==> src/rtl/lift_pkg.sv <==
// Shared encodings for the lift request controller.
//   state_e  : car state (idle, moving up, moving down, door open)
//   FLOOR_W  : width of the floor index
//   DIR_UP / DIR_DOWN : values of the direction output
package lift_pkg;

   typedef enum logic [1:0] {
      S_IDLE = 2'd0,
      S_UP   = 2'd1,
      S_DOWN = 2'd2,
      S_DOOR = 2'd3
   } state_e;

   localparam int FLOOR_W = 3;

   localparam logic DIR_UP   = 1'b1;
   localparam logic DIR_DOWN = 1'b0;

endpackage

==> src/rtl/btn_debounce.sv <==
// Per-button input conditioning: 2-FF synchronizer, stable counter and a
// registered one-cycle pulse on each accepted 0->1 transition.
//   clk_i   : system clock
//   rst_ni  : asynchronous active-low reset
//   btn_i   : raw button, asynchronous to clk_i
//   press_o : one-cycle pulse after the button has been stably high DEB_CYC samples
module btn_debounce #(
   parameter int unsigned DEB_CYC = 1000000
) (
   input  logic clk_i,
   input  logic rst_ni,
   input  logic btn_i,
   output logic press_o
);

   localparam int unsigned CntW = (DEB_CYC > 1) ? $clog2(DEB_CYC) : 1;

   logic            sync1_q, sync2_q;
   logic            level_q, level_d;
   logic            press_q, press_d;
   logic [CntW-1:0] cnt_q, cnt_d;

   // The counter only runs while the synchronized input disagrees with the
   // accepted level; any agreeing sample restarts it.
   always_comb begin
      cnt_d   = '0;
      level_d = level_q;
      press_d = 1'b0;
      if (sync2_q != level_q) begin
         if (cnt_q == CntW'(DEB_CYC - 1)) begin
            level_d = sync2_q;
            press_d = sync2_q;
         end else begin
            cnt_d = cnt_q + CntW'(1);
         end
      end
   end

   always_ff @(posedge clk_i or negedge rst_ni) begin
      if (!rst_ni) begin
         sync1_q <= 1'b0;
         sync2_q <= 1'b0;
         level_q <= 1'b0;
         press_q <= 1'b0;
         cnt_q   <= '0;
      end else begin
         sync1_q <= btn_i;
         sync2_q <= sync1_q;
         level_q <= level_d;
         press_q <= press_d;
         cnt_q   <= cnt_d;
      end
   end

   assign press_o = press_q;

endmodule

==> src/rtl/lift_request_ctrl.sv <==
// Lift car controller: latches floor calls and runs the car position and
// direction state machine feeding the display driver.
//   clk        : system clock
//   reset      : asynchronous active-low reset
//   btn        : raw floor-call buttons, active-high
//   E          : current floor index
//   enable_SB  : high while the car is moving
//   opcion     : direction, 1 = up, 0 = down (holds last direction)
//   enable_NUM : high while idle or door open
//   pending    : outstanding calls, one bit per floor
module lift_request_ctrl
   import lift_pkg::*;
#(
   parameter int unsigned NUM_FLOORS = 6,
   parameter int unsigned DEB_CYC    = 1000000,
   parameter int unsigned FLOOR_CYC  = 100000000,
   parameter int unsigned DOOR_CYC   = 300000000
) (
   input  logic                  clk,
   input  logic                  reset,
   input  logic [NUM_FLOORS-1:0] btn,
   output logic [FLOOR_W-1:0]    E,
   output logic                  enable_SB,
   output logic                  opcion,
   output logic                  enable_NUM,
   output logic [NUM_FLOORS-1:0] pending
);

   localparam int unsigned FloorCntW = $clog2(FLOOR_CYC + 1);
   localparam int unsigned DoorCntW  = $clog2(DOOR_CYC + 1);

   function automatic logic [NUM_FLOORS-1:0] floor_oh(input logic [FLOOR_W-1:0] e);
      for (int f = 0; f < NUM_FLOORS; f++) floor_oh[f] = (FLOOR_W'(f) == e);
   endfunction

   function automatic logic [NUM_FLOORS-1:0] above_mask(input logic [NUM_FLOORS-1:0] p,
                                                         input logic [FLOOR_W-1:0]    e);
      for (int f = 0; f < NUM_FLOORS; f++) above_mask[f] = p[f] && (FLOOR_W'(f) > e);
   endfunction

   function automatic logic [NUM_FLOORS-1:0] below_mask(input logic [NUM_FLOORS-1:0] p,
                                                         input logic [FLOOR_W-1:0]    e);
      for (int f = 0; f < NUM_FLOORS; f++) below_mask[f] = p[f] && (FLOOR_W'(f) < e);
   endfunction

   logic [NUM_FLOORS-1:0] press;

   for (genvar g = 0; g < NUM_FLOORS; g++) begin : g_btn
      btn_debounce #(
         .DEB_CYC (DEB_CYC)
      ) u_deb (
         .clk_i   (clk),
         .rst_ni  (reset),
         .btn_i   (btn[g]),
         .press_o (press[g])
      );
   end

   state_e                state_q, state_d;
   logic [FLOOR_W-1:0]    e_q, e_d, e_step;
   logic                  opcion_q, opcion_d;
   logic [NUM_FLOORS-1:0] pending_q, pending_d, clr, absorb_mask;
   logic [FloorCntW-1:0]  floor_cnt_q, floor_cnt_d;
   logic [DoorCntW-1:0]   door_cnt_q, door_cnt_d;
   logic                  en_sb_q, en_num_q, moving_d, any_above, any_below, absorb;

   assign any_above   = |above_mask(pending_q, e_q);
   assign any_below   = |below_mask(pending_q, e_q);
   // A call for the floor whose door is already open is served by keeping it open.
   assign absorb_mask = (state_q == S_DOOR) ? floor_oh(e_q) : '0;
   assign absorb      = |(press & absorb_mask);

   always_comb begin
      state_d     = state_q;
      e_d         = e_q;
      e_step      = e_q;
      opcion_d    = opcion_q;
      floor_cnt_d = '0;
      door_cnt_d  = '0;
      clr         = '0;
      unique case (state_q)
         S_IDLE: begin
            if (|(pending_q & floor_oh(e_q))) begin
               clr     = floor_oh(e_q);
               state_d = S_DOOR;
            end else if (any_above && (opcion_q || !any_below)) begin
               state_d  = S_UP;
               opcion_d = DIR_UP;
            end else if (any_below) begin
               state_d  = S_DOWN;
               opcion_d = DIR_DOWN;
            end
         end
         S_UP, S_DOWN: begin
            if (floor_cnt_q == FloorCntW'(FLOOR_CYC - 1)) begin
               e_step = (state_q == S_UP) ? e_q + FLOOR_W'(1) : e_q - FLOOR_W'(1);
               e_d    = e_step;
               if (|(pending_q & floor_oh(e_step))) begin
                  clr     = floor_oh(e_step);
                  state_d = S_DOOR;
               end else if ((state_q == S_UP) ? !(|above_mask(pending_q, e_step))
                                              : !(|below_mask(pending_q, e_step))) begin
                  state_d = S_IDLE;
               end
            end else begin
               floor_cnt_d = floor_cnt_q + FloorCntW'(1);
            end
         end
         S_DOOR: begin
            if (absorb) begin
               door_cnt_d = '0;
            end else if (door_cnt_q == DoorCntW'(DOOR_CYC - 1)) begin
               if (opcion_q ? any_above : any_below) begin
                  state_d = opcion_q ? S_UP : S_DOWN;
               end else if (opcion_q ? any_below : any_above) begin
                  state_d  = opcion_q ? S_DOWN : S_UP;
                  opcion_d = ~opcion_q;
               end else begin
                  state_d = S_IDLE;
               end
            end else begin
               door_cnt_d = door_cnt_q + DoorCntW'(1);
            end
         end
      endcase
      // A new press outranks a same-cycle clear except when absorbed by an open door.
      pending_d = (pending_q & ~clr) | (press & ~absorb_mask);
      moving_d  = (state_d == S_UP) || (state_d == S_DOWN);
   end

   always_ff @(posedge clk or negedge reset) begin
      if (!reset) begin
         state_q     <= S_IDLE;
         e_q         <= '0;
         opcion_q    <= DIR_UP;
         pending_q   <= '0;
         floor_cnt_q <= '0;
         door_cnt_q  <= '0;
         en_sb_q     <= 1'b0;
         en_num_q    <= 1'b1;
      end else begin
         state_q     <= state_d;
         e_q         <= e_d;
         opcion_q    <= opcion_d;
         pending_q   <= pending_d;
         floor_cnt_q <= floor_cnt_d;
         door_cnt_q  <= door_cnt_d;
         en_sb_q     <= moving_d;
         en_num_q    <= !moving_d;
      end
   end

   assign E          = e_q;
   assign enable_SB  = en_sb_q;
   assign enable_NUM = en_num_q;
   assign opcion     = opcion_q;
   assign pending    = pending_q;

   a_no_up_from_top: assert property (@(posedge clk) disable iff (!reset)
      !(state_q == S_UP && e_q == FLOOR_W'(NUM_FLOORS - 1)));
   a_no_down_from_0: assert property (@(posedge clk) disable iff (!reset)
      !(state_q == S_DOWN && e_q == '0));

endmodule

==> config.mk <==
export PLATFORM = sky130hd
export DESIGN_NAME = lift_request_ctrl
export DESIGN_NICKNAME = d
export VERILOG_FILES = /design/src/rtl/lift_pkg.sv /design/src/rtl/btn_debounce.sv /design/src/rtl/lift_request_ctrl.sv
export SDC_FILE = /design/constraint.sdc
export NUM_CORES = 1
export LEC_CHECK = 0
export CORE_MARGIN = 10
export CORE_UTILIZATION = 55
export CTS_CLUSTER_DIAMETER = 150
export CTS_CLUSTER_SIZE = 30
export DETAILED_ROUTE_END_ITERATION = 7
export PLACE_DENSITY = 0.69
export SYNTH_ARGS = -nofsm -noshare
export SYNTH_HDL_FRONTEND = slang
export SYNTH_SLANG_ARGS = --single-unit
==> constraint.sdc <==
create_clock -name clk -period 3.56 [get_ports clk]
set_clock_uncertainty 0.05 [all_clocks]
set_input_delay 0.89 -clock clk [delete_from_list [all_inputs] [get_ports clk]]
set_output_delay 0.89 -clock clk [all_outputs]
set_load 0.01 [all_outputs]
==> summary.md, run 1 <==
| Metric | Value |
|---|---|
| Reg-to-reg slack, setup | 420 ps |
| P_leak | about 4.8 nW |
| Fmax | 0.318 GHz |
| Worst VDD drop | 0.000457 V |
| Critical R2R Launch | E[0] |
| Vias in the first global route | just over 7,000 |
| I/O pin cnt | 20 |
| Ys flop type | dfrtp_1 |
| Post-Syn Instances | about 1,100 |
| Clk sinks | 214 |
| Critical Path End Type | flop |
| Share of layout cells above drive strength 1 | 0.0364 |
| Clock latency on the worst-skew pair | around 470 ps |
| CP Class | reg2reg |
| Placement Setup Slack | between 400 and 500 ps |
| Initial antenna violation count | 0 |
| Hold Path Cell Cnt | 0 |
| Die area | 25,000 µm² |
| CTS Hold Buffers Added | 0 |
| Tmin final | around 3100 ps |
| Filler cell count | ~1,600 |
| Vias | 7,470 |
| Syn Area/Cell | approximately 9.7 µm² |
| H-tree depth | 1 |
| Worst rel slew slack | 0.439 |
| Post-synthesis async set-or-reset flop share | 1.00 |
| Initial DRC count | 428 |
| Hold Worst Slack | between 200 and 300 ps |
| Unique cell type count in the Yosys netlist | between 60 and 70 |
| Commonest cells in the netlist | dfrtp_1 (212), nor2_1 (195), nand2_1 (88), xor2_1 (87), nand3_1 (83) |
| Met1 usage | 0.230 |
| Hold EP | g_btn[1].u_deb.sync2_q |
| Number of enable flip-flop cells after synthesis | 0 |
| Critical R2R Capture | enable_SB |
| TritonCTS Buffers | 11 |
| Clock Path Buffers | 3 |
| Worst slew pin tran | roughly 840 ps |
| DRC viols | 0 |
| Max Cap Viol | 0 |
| DR pass1 iterations | 5 |
| PortBufs | 19 |
| GRT overflow | 0 |
| Layer with the highest usage | met2 |
| Synth top area cells | dfrtp_1 (51%), xor2_1 (7.3%), nor2_1 (7.0%) |
| Post-synth top area cell | dfrtp_1 |
| Vias/cell | 5.60 |
| Final wirelength | around 19,000 µm |
| Power Total | about 3.9 mW |
| Critical path required time | approximately 3900 ps |
| Status | complete, no violations |
| Unrepaired setup endpoints after global routing | false |
| CTS tree | yes |
| PostCTS Resize Cnt | 0 |
| First-pass GRT wire length | approximately 34,000 µm |
| Seq/Total Area, Yosys | 0.511 |
| Post-route setup slack | approximately 420 ps |
| Area grow syn2layout | 7.63% |
| Synthesized area | roughly 10,000 µm² |
| Pwr dens | about 350 nW/µm² |
| Core area | between 15,000 and 20,000 µm² |
| Die Ht | 158 µm |
| Clock slew at reported path FFs | around 110 ps |
| #FFs+latches synth | around 210 |
| Routed wire per std cell | 14.4 µm |
| WP data arrival | 3460 ps |
| Worst-path maximum fanout | 11 |
| Fin Setup TNS | 0 ps |
| Yosys Warn Count | 0 |
| Initial Utilization | 0.560 |
| Slew Viols, Final | 0 |
| Final setup violation count | 0 |
| Post-DRT Antenna Nets | 0 |
| Most common cell in the netlist | dfrtp_1 |
| Yosys top cell area share | 0.506 |
| Hold Crit Class | reg2reg |
| Chip width | 158 µm |
| Fin crit share | 0.883 |
| Final core area utilization | 0.603 |
| Gp weighted congestion | 0.884 |
| Hold Vio Cnt, Final | 0 |
| CP Launch Type | flop |
| Synth Net Count | around 1,100 |
| Gr usage total | 0.162 |
| R2R depth | 9 |
| DP HPWL | roughly 13,000 µm |
| Nets | approximately 1,100 |
| Met2 usage | 0.258 |
| Row count | 50 |
| Post-CTS Setup Bufs | 0 |
| Number of antenna diodes | 0 |
| Largest net degree at the start of global routing | 86 |
| CTS root buf | clkbuf_16 |
| Met3 usage | 0.0225 |
| Min-Delay Startpoint | g_btn[1].u_deb.sync1_q |
[flip-flops by register name, summed over array words and instances, names as in the netlist]
name	flops
g_btn.u_deb.cnt_q	120
door_cnt_q	29
floor_cnt_q	27
g_btn.u_deb.level_q	6
g_btn.u_deb.press_o	6
g_btn.u_deb.sync1_q	6
g_btn.u_deb.sync2_q	6
pending	6
E	3
state_q	2
enable_NUM	1
enable_SB	1
opcion	1
[cells in the final DEF (no fill, tap or decap), types with 3 or more instances in the layout]
master	synthesis	final
xor2_1	87	87
and4_1	6	6
nand3_1	83	83
inv_1	21	21
o21ai_0	37	37
nor2b_1	9	9
and3_1	49	49
dfrtp_1	212	212
and2_1	6	6
ha_1	17	17
and4b_1	7	7
mux2_2	7	7
nor3_1	13	13
xnor2_1	64	64
o211ai_1	4	4
a22oi_1	4	4
clkbuf_16	0	11
a31oi_1	5	5
or3_1	24	24
o21ai_1	3	3
a21oi_2	4	4
nor4b_1	7	7
clkdlybuf4s50_1	0	18
nand2b_1	6	6
nand2_1	88	88
nor3b_1	6	6
buf_4	0	5
nor4_1	7	7
nor2_1	195	195
nand4_1	23	23
buf_12	0	3
a21oi_1	31	31
[per-layer routing]
layer	vias to the layer above	share of wire
met5	-	0
met4	0	0.017
met3	26	0.036
met2	121	0.45
met1	3605	0.49
li1	3718	-
[critical path, stage by stage, from the launching register on]
cell and delay [ps]:
dfrtp_1 560, inv_1 230, ha_1 500, or4b_2 610
nand3_1 170, nor3_1 70, o32a_1 360, o211ai_1 210
a21oi_2 110, xor2_1 160
[final cells by class]
type                            count  area [µm²]  area share
Sequential cell                   214        5360       0.475
Multi-Input combinational cell    823        4940       0.438
Timing Repair Buffer               27         293      0.0260
Tap cell                          234         293      0.0260
Clock buffer                       13         283      0.0251
Inverter                           22        82.6     0.00732
Clock inverter                      1        30.0     0.00266
[power breakdown]
group	leakage [nW]	switching, mW	internal [mW]
combinational	1.74	0.0797	0.0338
clock	0.149	0.769	0.587
sequential	2.94	0.0190	2.45
total	4.83	0.868	3.07
[worst max-delay path by stage]
stage | startpoint | to | slack, ps | depth (start not counted)
3_3_place_gp | E[0] | enable_SB | 510 | 9
2_1_floorplan | E[0] | enable_SB | 430 | 11
6_report | E[0] | enable_SB | 420 | 9
5_1_grt | E[0] | enable_SB | 240 | 9
4_1_cts | E[0] | enable_SB | 430 | 9
3_5_place_dp | E[0] | enable_SB | 460 | 9
[cells by family after synthesis]
logic type / Yosys count / share of synthesized area
AOI/OAI and AO/OA: 104 / 0.0594
buffers and inverters: 46 / 0.0173
adders and majority gates: 17 / 0.0203
muxes: 11 / 0.0130
xor gates and xnor gates: 151 / 0.126
and+or+nand+nor: 540 / 0.252
DFF: 214 / 0.511
[per-stage QoR]
stage                     area (µm²)  instances
after detailed placement       11000       1320
after global routing           11300       1334
after global placement         11000       1320
after floorplan                10500       1083
after CTS                      11300       1334
final                          11300       1334
(Power assumes the default switching activity.)
==> inputs of run 2 (changes only) <==
CORE_UTILIZATION = 50   (was 55)
GPL_ROUTABILITY_DRIVEN = 0   (was not set)
PLACE_DENSITY = 0.63   (was 0.69)
==> run 2 against run 1 <==
Worst hold slack improved by 5.4 ps. Design area increased by 0.16%. Highest routed layer unchanged. Register-to-register slack better by 20 ps. Worst setup slack better by 20 ps. Count of clock-buffer cells in the layout is the same. Final cell count increased by 2.5%. Global-route usage fell by 1.5 points. Fmax is 0.65% higher. Power fell by 0.14%. Die area increased by 8.7%. Critical path depth is the same. Sequential cell count unchanged.
==> summary.md, run 2 (synthesized netlist as in run 1, its figures left out) <==
| Metric | Value |
|---|---|
| Die Ht | 165 µm (was 158 µm) |
| DP HPWL | 13,100 µm (was 13,000 µm) |
| Clk sinks | 214 (unchanged) |
| P_leak | 4.81 nW (was 4.83 nW) |
| Hold Vio Cnt, Final | 0 (unchanged) |
| Slew Viols, Final | 0 (unchanged) |
| Area grow syn2layout | 7.80% (was 7.63%) |
| Die area | 27,100 µm² (was 25,000 µm²) |
| Critical path required time | 3880 ps (about the same) |
| Initial Utilization | 0.513 (was 0.560) |
| Vias/cell | 5.38 (was 5.60) |
| Worst slew pin tran | 872 ps (was 840 ps) |
| CP Launch Type | flop (unchanged) |
| Nets | 1,122 (was 1,124) |
| Met2 usage | 0.231 (was 0.258) |
| Number of antenna diodes | 0 (unchanged) |
| I/O pin cnt | 20 (unchanged) |
| DRC viols | 0 (unchanged) |
| Hold Worst Slack | 273 ps (was 267 ps) |
| Fin crit share | 0.878 (was 0.883) |
| Reg-to-reg slack, setup | 440 ps (was 420 ps) |
| Worst-path maximum fanout | 12 (was 11) |
| Core area | 20,400 µm² (was 18,700 µm²) |
| Critical Path End Type | flop (unchanged) |
| Unrepaired setup endpoints after global routing | false (unchanged) |
| GRT overflow | 0 (unchanged) |
| Worst rel slew slack | 0.417 (was 0.439) |
| Post-DRT Antenna Nets | 0 (unchanged) |
| CTS tree | yes (unchanged) |
| PostCTS Resize Cnt | 0 (unchanged) |
| Worst VDD drop | 0.000273 V (was 0.000457 V) |
| Initial DRC count | 500 (was 428) |
| Gr usage total | 0.146 (was 0.162) |
| Routed wire per std cell | 14.1 µm (was 14.4 µm) |
| Most common library cell in the layout ignoring fill and taps | dfrtp_1 (unchanged) |
| Chip width | 165 µm (was 158 µm) |
| Fmax | 0.320 GHz (was 0.318 GHz) |
| Fin Setup TNS | 0 ps (unchanged) |
| Most frequent cells in the layout | dfrtp_1 (212), nor2_1 (195), nand2_1 (88), xor2_1 (87), nand3_1 (83) (unchanged) |
| Filler cell count | 1,841 (was 1,552) |
| PortBufs | 19 (unchanged) |
| Post-CTS Setup Bufs | 0 (unchanged) |
| Largest registers | g_btn.u_deb.cnt_q x120, door_cnt_q x29, floor_cnt_q x27 (unchanged) |
| Share of layout cells above drive strength 1 | 0.0346 (was 0.0364) |
| Final setup violation count | 0 (unchanged) |
| DR pass1 iterations | 6 (was 5) |
| Layer with the highest usage | met2 (unchanged) |
| Vias in the first global route | 7,096 (was 7,271) |
| Row count | 52 (was 50) |
| Vias | 7,356 (was 7,470) |
| Hold Crit Class | reg2reg (unchanged) |
| CTS root buf | clkbuf_16 (unchanged) |
| Initial antenna violation count | 0 (unchanged) |
| Clock latency on the worst-skew pair | 460 ps (was 470 ps) |
| First-pass GRT wire length | 33,800 µm (was 34,500 µm) |
| Max Cap Viol | 0 (unchanged) |
| Max reg flops | 120 (unchanged) |
| Clock slew at reported path FFs | 120 ps (was 110 ps) |
| Tmin final | 3120 ps (was 3140 ps) |
| Clock Path Buffers | 3 (unchanged) |
| Met1 usage | 0.208 (was 0.230) |
| Final wirelength | 19,300 µm (was 19,200 µm) |
| Status | complete, no violations (unchanged) |
| TritonCTS Buffers | 11 (unchanged) |
| Largest net degree at the start of global routing | 81 (was 86) |
| CTS Hold Buffers Added | 0 (unchanged) |
| Pwr dens | 349 nW/µm² (was 350 nW/µm²) |
| WP data arrival | 3440 ps (was 3460 ps) |
| H-tree depth | 1 (unchanged) |
| Largest Register | g_btn.u_deb.cnt_q (unchanged) |
| Met3 usage | 0.0219 (was 0.0225) |
| CP Class | reg2reg (unchanged) |
## run 2: cell types whose count changed in the layout (fill, tap and decap cells not counted)
cell	change
buf_12	-1
buf_4	-1
## run 2: area by class of cell
cell class	instances	area, µm²	share of cell area
Clock buffer	13	283	0.0250
Clock inverter	1	30.0	0.00266
Inverter	22	82.6	0.00731
Multi-Input combinational cell	823	4940	0.437
Sequential cell	214	5360	0.474
Tap cell	270	338	0.0299
Timing Repair Buffer	25	265	0.0235
## run 2: worst paths after layout
path,startpoint,to,depth (start not counted)
max in group asynchronous,reset,g_btn[3].u_deb.cnt_q[5],2
worst min register to register,g_btn[3].u_deb.sync1_q,g_btn[3].u_deb.sync2_q,0
worst max register to register,E[1],enable_SB,9
worst min-delay path,g_btn[3].u_deb.sync1_q,g_btn[3].u_deb.sync2_q,0
min in group asynchronous,reset,g_btn[5].u_deb.cnt_q[14],1
worst max-delay path,E[1],enable_SB,9
## run 2: worst max-delay path, cell delays in order, from the launching register on
cell and delay (ps):
dfrtp_1 600, inv_1 170, ha_1 470, or4b_2 610, nand3_1 160, nor3_1 70
o32a_1 370, o211ai_1 230, a21oi_2 120, xor2_1 170
## run 2: layer usage
layer  part of all wire  wire length [µm]
met5                  0                 0
met4              0.014               265
met3              0.034               649
met2               0.46              8860
met1               0.49              9550
## run 2: through the flow
| stage | utilization | instances | cell area [µm²] | setup WS, ps | power, mW |
|---|---|---|---|---|---|
| global placement | 0.537 | 1354 | 11000 | 549 | 2.64 |
| floorplan | - | 1083 | 10500 | 432 | 2.56 |
| global route | 0.553 | 1368 | 11300 | 256 | 4.12 |
| finish | 0.553 | 1368 | 11300 | 436 | 3.94 |
| detailed placement | 0.537 | 1354 | 11000 | 459 | 2.64 |
| CTS | 0.553 | 1368 | 11300 | 431 | 4.01 |
## run 2: power breakdown
part | internal, mW | leakage, nW | switching (mW)
clock network | 0.587 | 0.149 | 0.766
logic | 0.0316 | 1.72 | 0.0803
registers | 2.45 | 2.94 | 0.0189
total | 3.07 | 4.81 | 0.865
